===== config.mk =====
export PLATFORM = sky130hd
export DESIGN_NAME = uart_rx_controller_flat
export DESIGN_NICKNAME = d
export VERILOG_FILES = /design/src/rtl/uart_pkg.sv /design/src/rtl/uart_rx_controller_if.sv /design/src/rtl/uart_rx_sync.sv /design/src/rtl/uart_rx_controller.sv /design/src/flat_wrapper.sv
export SDC_FILE = /design/constraint.sdc
export NUM_CORES = 1
export LEC_CHECK = 0
export CAP_MARGIN = 20
export CORE_ASPECT_RATIO = 1.25
export CORE_MARGIN = 1.5
export CORE_UTILIZATION = 55
export DETAILED_ROUTE_END_ITERATION = 10
export GPL_TIMING_DRIVEN = 0
export PLACE_DENSITY_LB_ADDON = 0.25
export SYNTH_ARGS = -nofsm -noshare
export SYNTH_HDL_FRONTEND = slang
export SYNTH_SLANG_ARGS = --single-unit

===== constraint.sdc =====
create_clock -name clk -period 2.9 [get_ports clk]
set_input_delay 0.29 -clock clk [delete_from_list [all_inputs] [get_ports clk]]
set_output_delay 0.29 -clock clk [all_outputs]
set_load 0.005 [all_outputs]

===== src/rtl/uart_pkg.sv =====
// Shared types and constants for the UART receive path.
// Optional 8E1 framing is enabled by defining UART_RX_PARITY_EN.
package uart_pkg;

    localparam int CLKS_PER_BIT_DEF = 50;
    localparam int DATA_W           = 8;

    typedef enum logic [2:0] {
        IDLE   = 3'd0,
        START  = 3'd1,
        DATA   = 3'd2,
        PARITY = 3'd3,
        STOP   = 3'd4,
        PUSH   = 3'd5,
        BREAK  = 3'd6
    } rx_state_e;

    // Even parity: data bits and parity bit together must XOR to zero.
    function automatic logic parity_ok(input logic [DATA_W-1:0] d, input logic p);
        return (^{d, p}) == 1'b0;
    endfunction

endpackage


===== src/rtl/uart_rx_controller_if.sv =====
// RX FIFO side of the UART receiver: push strobe, data and status pulses.
// parity_err is present only when UART_RX_PARITY_EN is defined.
interface uart_rx_controller_if;
    import uart_pkg::*;

    logic              full;
    logic [DATA_W-1:0] data_out;
    logic              write_en;
    logic              frame_err;
    logic              overrun;
    logic              busy;
`ifdef UART_RX_PARITY_EN
    logic              parity_err;

    modport master (input full, output data_out, write_en, frame_err, overrun, busy, parity_err);
    modport slave  (output full, input data_out, write_en, frame_err, overrun, busy, parity_err);
`else
    modport master (input full, output data_out, write_en, frame_err, overrun, busy);
    modport slave  (output full, input data_out, write_en, frame_err, overrun, busy);
`endif

endinterface


===== src/rtl/uart_rx_sync.sv =====
// Two-flop synchronizer for the serial input plus a falling-edge detector.
// All flops reset to 1 so an idle-high line never looks like a start edge.
module uart_rx_sync (
    input  logic clk,
    input  logic reset_b,
    input  logic rx,
    output logic rx_s,
    output logic fall
);

    logic meta;
    logic rx_d;

    always_ff @(posedge clk or negedge reset_b) begin
        if (!reset_b) begin
            meta <= 1'b1;
            rx_s <= 1'b1;
            rx_d <= 1'b1;
        end else begin
            meta <= rx;
            rx_s <= meta;
            rx_d <= rx_s;
        end
    end

    assign fall = rx_d & ~rx_s;

endmodule


===== src/rtl/uart_rx_controller.sv =====
// UART receiver: mid-bit sampling of 8N1 frames (8E1 with UART_RX_PARITY_EN),
// pushing good bytes to the RX FIFO and flagging framing errors and overruns.
module uart_rx_controller
    import uart_pkg::*;
#(
    parameter int CLKS_PER_BIT = CLKS_PER_BIT_DEF,
    parameter int HALF_BIT     = CLKS_PER_BIT / 2
) (
    input  logic                 clk,
    input  logic                 reset_b,
    input  logic                 rx,
    uart_rx_controller_if.master fifo
);

    localparam int CW = $clog2(CLKS_PER_BIT);
    localparam logic [CW-1:0] BIT_LAST  = CW'(CLKS_PER_BIT - 1);
    localparam logic [CW-1:0] HALF_LAST = CW'(HALF_BIT - 1);

    rx_state_e         state;
    logic [CW-1:0]     cnt;
    logic [2:0]        bit_idx;
    logic [DATA_W-1:0] shift;
    logic              rx_s;
    logic              rx_fall;
`ifdef UART_RX_PARITY_EN
    logic              par_bit;
`endif

    uart_rx_sync u_sync (
        .clk    (clk),
        .reset_b(reset_b),
        .rx     (rx),
        .rx_s   (rx_s),
        .fall   (rx_fall)
    );

    always_ff @(posedge clk or negedge reset_b) begin
        if (!reset_b) begin
            state          <= IDLE;
            cnt            <= '0;
            bit_idx        <= '0;
            shift          <= '0;
            fifo.data_out  <= '0;
            fifo.write_en  <= 1'b0;
            fifo.frame_err <= 1'b0;
            fifo.overrun   <= 1'b0;
`ifdef UART_RX_PARITY_EN
            par_bit        <= 1'b0;
            fifo.parity_err <= 1'b0;
`endif
        end else begin
            fifo.write_en  <= 1'b0;
            fifo.frame_err <= 1'b0;
            fifo.overrun   <= 1'b0;
`ifdef UART_RX_PARITY_EN
            fifo.parity_err <= 1'b0;
`endif
            case (state)
                IDLE: begin
                    cnt <= '0;
                    if (rx_fall) state <= START;
                end
                START: begin
                    if (cnt == HALF_LAST) begin
                        cnt     <= '0;
                        bit_idx <= '0;
                        state   <= rx_s ? IDLE : DATA;
                    end else begin
                        cnt <= cnt + CW'(1);
                    end
                end
                DATA: begin
                    if (cnt == BIT_LAST) begin
                        cnt            <= '0;
                        shift[bit_idx] <= rx_s;
                        bit_idx        <= bit_idx + 3'd1;
                        if (bit_idx == 3'd7) begin
`ifdef UART_RX_PARITY_EN
                            state <= PARITY;
`else
                            state <= STOP;
`endif
                        end
                    end else begin
                        cnt <= cnt + CW'(1);
                    end
                end
`ifdef UART_RX_PARITY_EN
                PARITY: begin
                    if (cnt == BIT_LAST) begin
                        cnt     <= '0;
                        par_bit <= rx_s;
                        state   <= STOP;
                    end else begin
                        cnt <= cnt + CW'(1);
                    end
                end
`endif
                // Sampling mid-stop-bit lets IDLE catch a start edge right after it.
                STOP: begin
                    if (cnt == BIT_LAST) begin
                        cnt <= '0;
                        if (rx_s) begin
                            state <= PUSH;
                        end else begin
                            fifo.frame_err <= 1'b1;
                            state          <= BREAK;
                        end
                    end else begin
                        cnt <= cnt + CW'(1);
                    end
                end
                PUSH: begin
                    state <= IDLE;
`ifdef UART_RX_PARITY_EN
                    if (!parity_ok(shift, par_bit)) begin
                        fifo.parity_err <= 1'b1;
                    end else
`endif
                    if (fifo.full) begin
                        fifo.overrun <= 1'b1;
                    end else begin
                        fifo.write_en <= 1'b1;
                        fifo.data_out <= shift;
                    end
                end
                BREAK: begin
                    if (rx_s) state <= IDLE;
                end
                default: state <= IDLE;
            endcase
        end
    end

    assign fifo.busy = (state != IDLE);

endmodule


===== src/flat_wrapper.sv =====
// flat-port wrapper written by rule: the top's interface ports become plain ports
module uart_rx_controller_flat import uart_pkg::*;
#(
    parameter int CLKS_PER_BIT = CLKS_PER_BIT_DEF,
    parameter int HALF_BIT     = CLKS_PER_BIT / 2
)
  (clk, reset_b, rx, fifo_full, fifo_data_out, fifo_write_en, fifo_frame_err, fifo_overrun, fifo_busy);
  uart_rx_controller_if fifo_i ();
  input  logic clk;
  input  logic reset_b;
  input  logic rx;
  input wire logic [$bits(fifo_i.full)-1:0] fifo_full;
  output wire logic [$bits(fifo_i.data_out)-1:0] fifo_data_out;
  output wire logic [$bits(fifo_i.write_en)-1:0] fifo_write_en;
  output wire logic [$bits(fifo_i.frame_err)-1:0] fifo_frame_err;
  output wire logic [$bits(fifo_i.overrun)-1:0] fifo_overrun;
  output wire logic [$bits(fifo_i.busy)-1:0] fifo_busy;
  assign fifo_i.full = fifo_full;
  assign fifo_data_out = fifo_i.data_out;
  assign fifo_write_en = fifo_i.write_en;
  assign fifo_frame_err = fifo_i.frame_err;
  assign fifo_overrun = fifo_i.overrun;
  assign fifo_busy = fifo_i.busy;
  uart_rx_controller #(.CLKS_PER_BIT(CLKS_PER_BIT), .HALF_BIT(HALF_BIT)) u_core (.clk(clk), .reset_b(reset_b), .rx(rx), .fifo(fifo_i));
endmodule

==> metrics.md <==
| Metric | Value |
|---|---|
| DIE HEIGHT | between 60 and 70 um |
| HPWL Detailed | 2.11 mm |
| Layout area overhead | 14.2% |
| Asr flop ratio synth | 1.00 |
| GRT Util Overall | 0.222 |
| Post-CTS resize count | 0 |
| Hold Path Class | in2async |
| DRT Wirelength | 3.00 mm |
| Layout cell share with drive strength beyond 1 | 0.241 |
| Top_reg_cell synth | dfrtp_1 |
| N_diodes | 0 |
| Synth Instances | 140 |
| Vias in the first global route | 1189 |
| Critical Path Source | u_core.state[0]$_DFFE_PN0P_ |
| Critical path type | reg2out |
| Critical Path Sink Type | output pin |
| Die Wd | 51.8 um |
| Largest net degree at the start of global routing | 35 |
| Largest fanout on the critical path | 10 |
| Worst-Skew Late Latency | approximately 0.33 ns |
| Startpoint types | register |
| Crit path DAT | between 1.5 and 2 ns |
| Dpl cells | 189 |
| Most frequent cell after synthesis | dfrtp_1 |
| Leakage | around 0.88 nW |
| Layout net count | around 170 |
| Peak supply drop | ~0.00039 V |
| Vias per inst | between 5 and 6 |
| # DRC | 0 |
| Clock skew | around 0.011 ns |
| Root buf cell | clkbuf_4 |
| Cell variety after synth | 42 |
| Final Critical Period | 2.18 ns |
| TritonRoute pass-1 iters | 4 |
| Fin. max-slew vios | 0 |
| Worst reg2reg startpoint | u_core.cnt[0]$_DFFE_PN0P_ |
| Hold slack | roughly 0.0091 ns |
| Drt wl/cell | 15.3 um |
| Hold Buf Count CTS | 0 |
| GRT overflow | 0 |
| Final Non-Filler Cells | ~200 |
| Synth Net Count | roughly 150 |
| Max Root-Sink Buffers | 2 |
| CTS Sinks | 34 |
| Register area share after synthesis | 0.521 |
| Port bufs | 15 |
| RSZ-0062 raised after global routing | no |
| CTS buffer count | 5 |
| TNS Setup | 0 ns |
| Max transition margin | 0.507 |
| Fin crit share | 0.751 |
| First-pass GRT wire length | between 5 and 6 mm |
| Max Freq | about 0.46 GHz |
| RePlAce Congestion | about 0.85 |
| Synth Cell Area | roughly 1600 um2 |
| Row cnt | 21 |
| Yosys reg bits | 34 |
| Outcome | completed |
| Initial Util | 0.595 |
| Endpoints failing setup | 0 |
| Drt first-iter violations | 30 |
| Top cells by area, synth | dfrtp_1 (47%), mux2_2 (12%), dfstp_2 (4.8%) |
| Clock transition at path regs | about 0.1 ns |
| Max-Cap Viols | 0 |
| Synth warn | 0 |
| Top cell type by total area after synthesis | dfrtp_1 |
| Total Power | 1.07 mW |
| Antenna violation net count after detailed routing | 0 |
| Core area | around 2800 um2 |
| Fill count | between 200 and 250 |
| Crit path required time | 2.61 ns |
| Initial antenna violation count | 0 |
| Final hold vios | 0 |
| Full die area | approximately 3300 um2 |
| Post-synth EDFFs | 0 |
| Top-area cell type share of the netlist area | 0.473 |
| Cell Pwr Density | between 500 and 600 nW/um2 |
| Vias | roughly 1100 |
| H-tree levels | 2 |
| Postcts setup bufs | 0 |
| Worst Tran Pin Value | between 0.7 and 0.8 ns |
| Syn avg cell area | ~12 um2 |
| CTS tree | done |
| Num ports | 16 |
| Synth top cells by count | dfrtp_1 (31), mux2_2 (17), nand2_1 (13) |
-- layout by cell type (no fill, tap or decap), drive strengths merged --
| cell | n |
|---|---|
| ha | 5 |
| xor2 | 1 |
| and2 | 2 |
| and3 | 2 |
| mux2 | 19 |
| a32oi | 1 |
| nor2b | 5 |
| o311a | 1 |
| or2 | 1 |
| o21bai | 1 |
| nand3 | 4 |
| nand2b | 1 |
| buf | 5 |
| or4 | 1 |
| a21oi | 3 |
| o22ai | 1 |
| nor2 | 6 |
| nor3b | 5 |
| a211o | 1 |
| dfstp | 3 |
| o21ai | 5 |
| or3 | 2 |
| o41ai | 2 |
| clkbuf | 10 |
| a21o | 3 |
| a221oi | 1 |
| nor3 | 2 |
| nand4b | 1 |
| nand2 | 13 |
| xnor2 | 1 |
| mux2i | 1 |
| nor4b | 2 |
| dfrtp | 31 |
| inv | 5 |
| nor4 | 1 |
| clkdlybuf4s50 | 14 |
-- metal layers --
metal | up-vias | wire length, um | GRT usage
met3 | 6 | 96 | 0.0631
met5 | - | 0 | 0
met4 | 0 | 55 | 0.0724
met2 | 19 | 1600 | 0.386
li1 | 529 | - | -
met1 | 585 | 1250 | 0.256
-- critical path, cell delays in order (launching register included) --
cell and delay [ns]:
dfrtp_1 0.46, clkbuf_1 0.25, or3_1 0.40, clkdlybuf4s50_1 0.45
-- area by class of cell --
class	instances	area (um2)	share of cell area
plain buffers	7	40.0	0.0214
well taps	34	42.5	0.0227
multi-input cells	94	727	0.388
repair buffers	15	145	0.0775
flip-flops and latches	34	855	0.456
clock buffers	7	45.0	0.0240
inverters	5	18.8	0.0100
-- registers in the layout (all words and copies together) (netlist names) --
register,flops
u_core.cnt,6
u_core.fifo.frame_err,1
u_core.u_sync.meta,1
u_core.u_sync.rx_d,1
u_core.bit_idx,3
u_core.shift,8
u_core.fifo.overrun,1
u_core.fifo.data_out,8
u_core.u_sync.rx_s,1
u_core.fifo.write_en,1
u_core.state,3
-- path summary, 6_finish.rpt --
check	endpoint	slack (ns)	cells after the start
max in group asynchronous	u_core.shift[1]$_DFFE_PN0P_	2.41	1
min in group clk	u_core.u_sync.rx_s$_DFF_PN1_	0.36	0
max reg2reg	u_core.state[0]$_DFFE_PN0P_	0.75	8
max	fifo_busy	0.72	3
min	u_core.cnt[0]$_DFFE_PN0P_	0.009	1
min reg2reg	u_core.u_sync.rx_s$_DFF_PN1_	0.36	0
-- power breakdown --
group          leakage, nW  total [mW]  internal, mW  switching (mW)
Sequential           0.459       0.542         0.506          0.0359
Combinational        0.394       0.291         0.127           0.164
Clock               0.0254       0.237        0.0914           0.145
Total                0.879        1.07         0.724           0.345
-- logic make-up after synthesis --
logic type	after synthesis	share of synthesized area
and+or+nand+nor	48	0.172
AOI/OAI and AO/OA	19	0.0809
muxes	20	0.141
xor gates and xnor gates	2	0.0107
DFF	34	0.521
adders and majority gates	5	0.0381
buffers and inverters	12	0.0359
-- through the flow --
| step | setup WS (ns) | cell area (um2) | utilization |
|---|---|---|---|
| 4_1_cts | 0.719 | 1870 | 0.679 |
| 3_3_place_gp | 0.898 | 1830 | 0.664 |
| 3_5_place_dp | 0.779 | 1830 | 0.663 |
| 6_report | 0.723 | 1870 | 0.679 |
| 5_1_grt | 0.542 | 1870 | 0.679 |
| 2_1_floorplan | 0.989 | 1640 | - |
No activity file was read; power rests on OpenSTA's default activity.
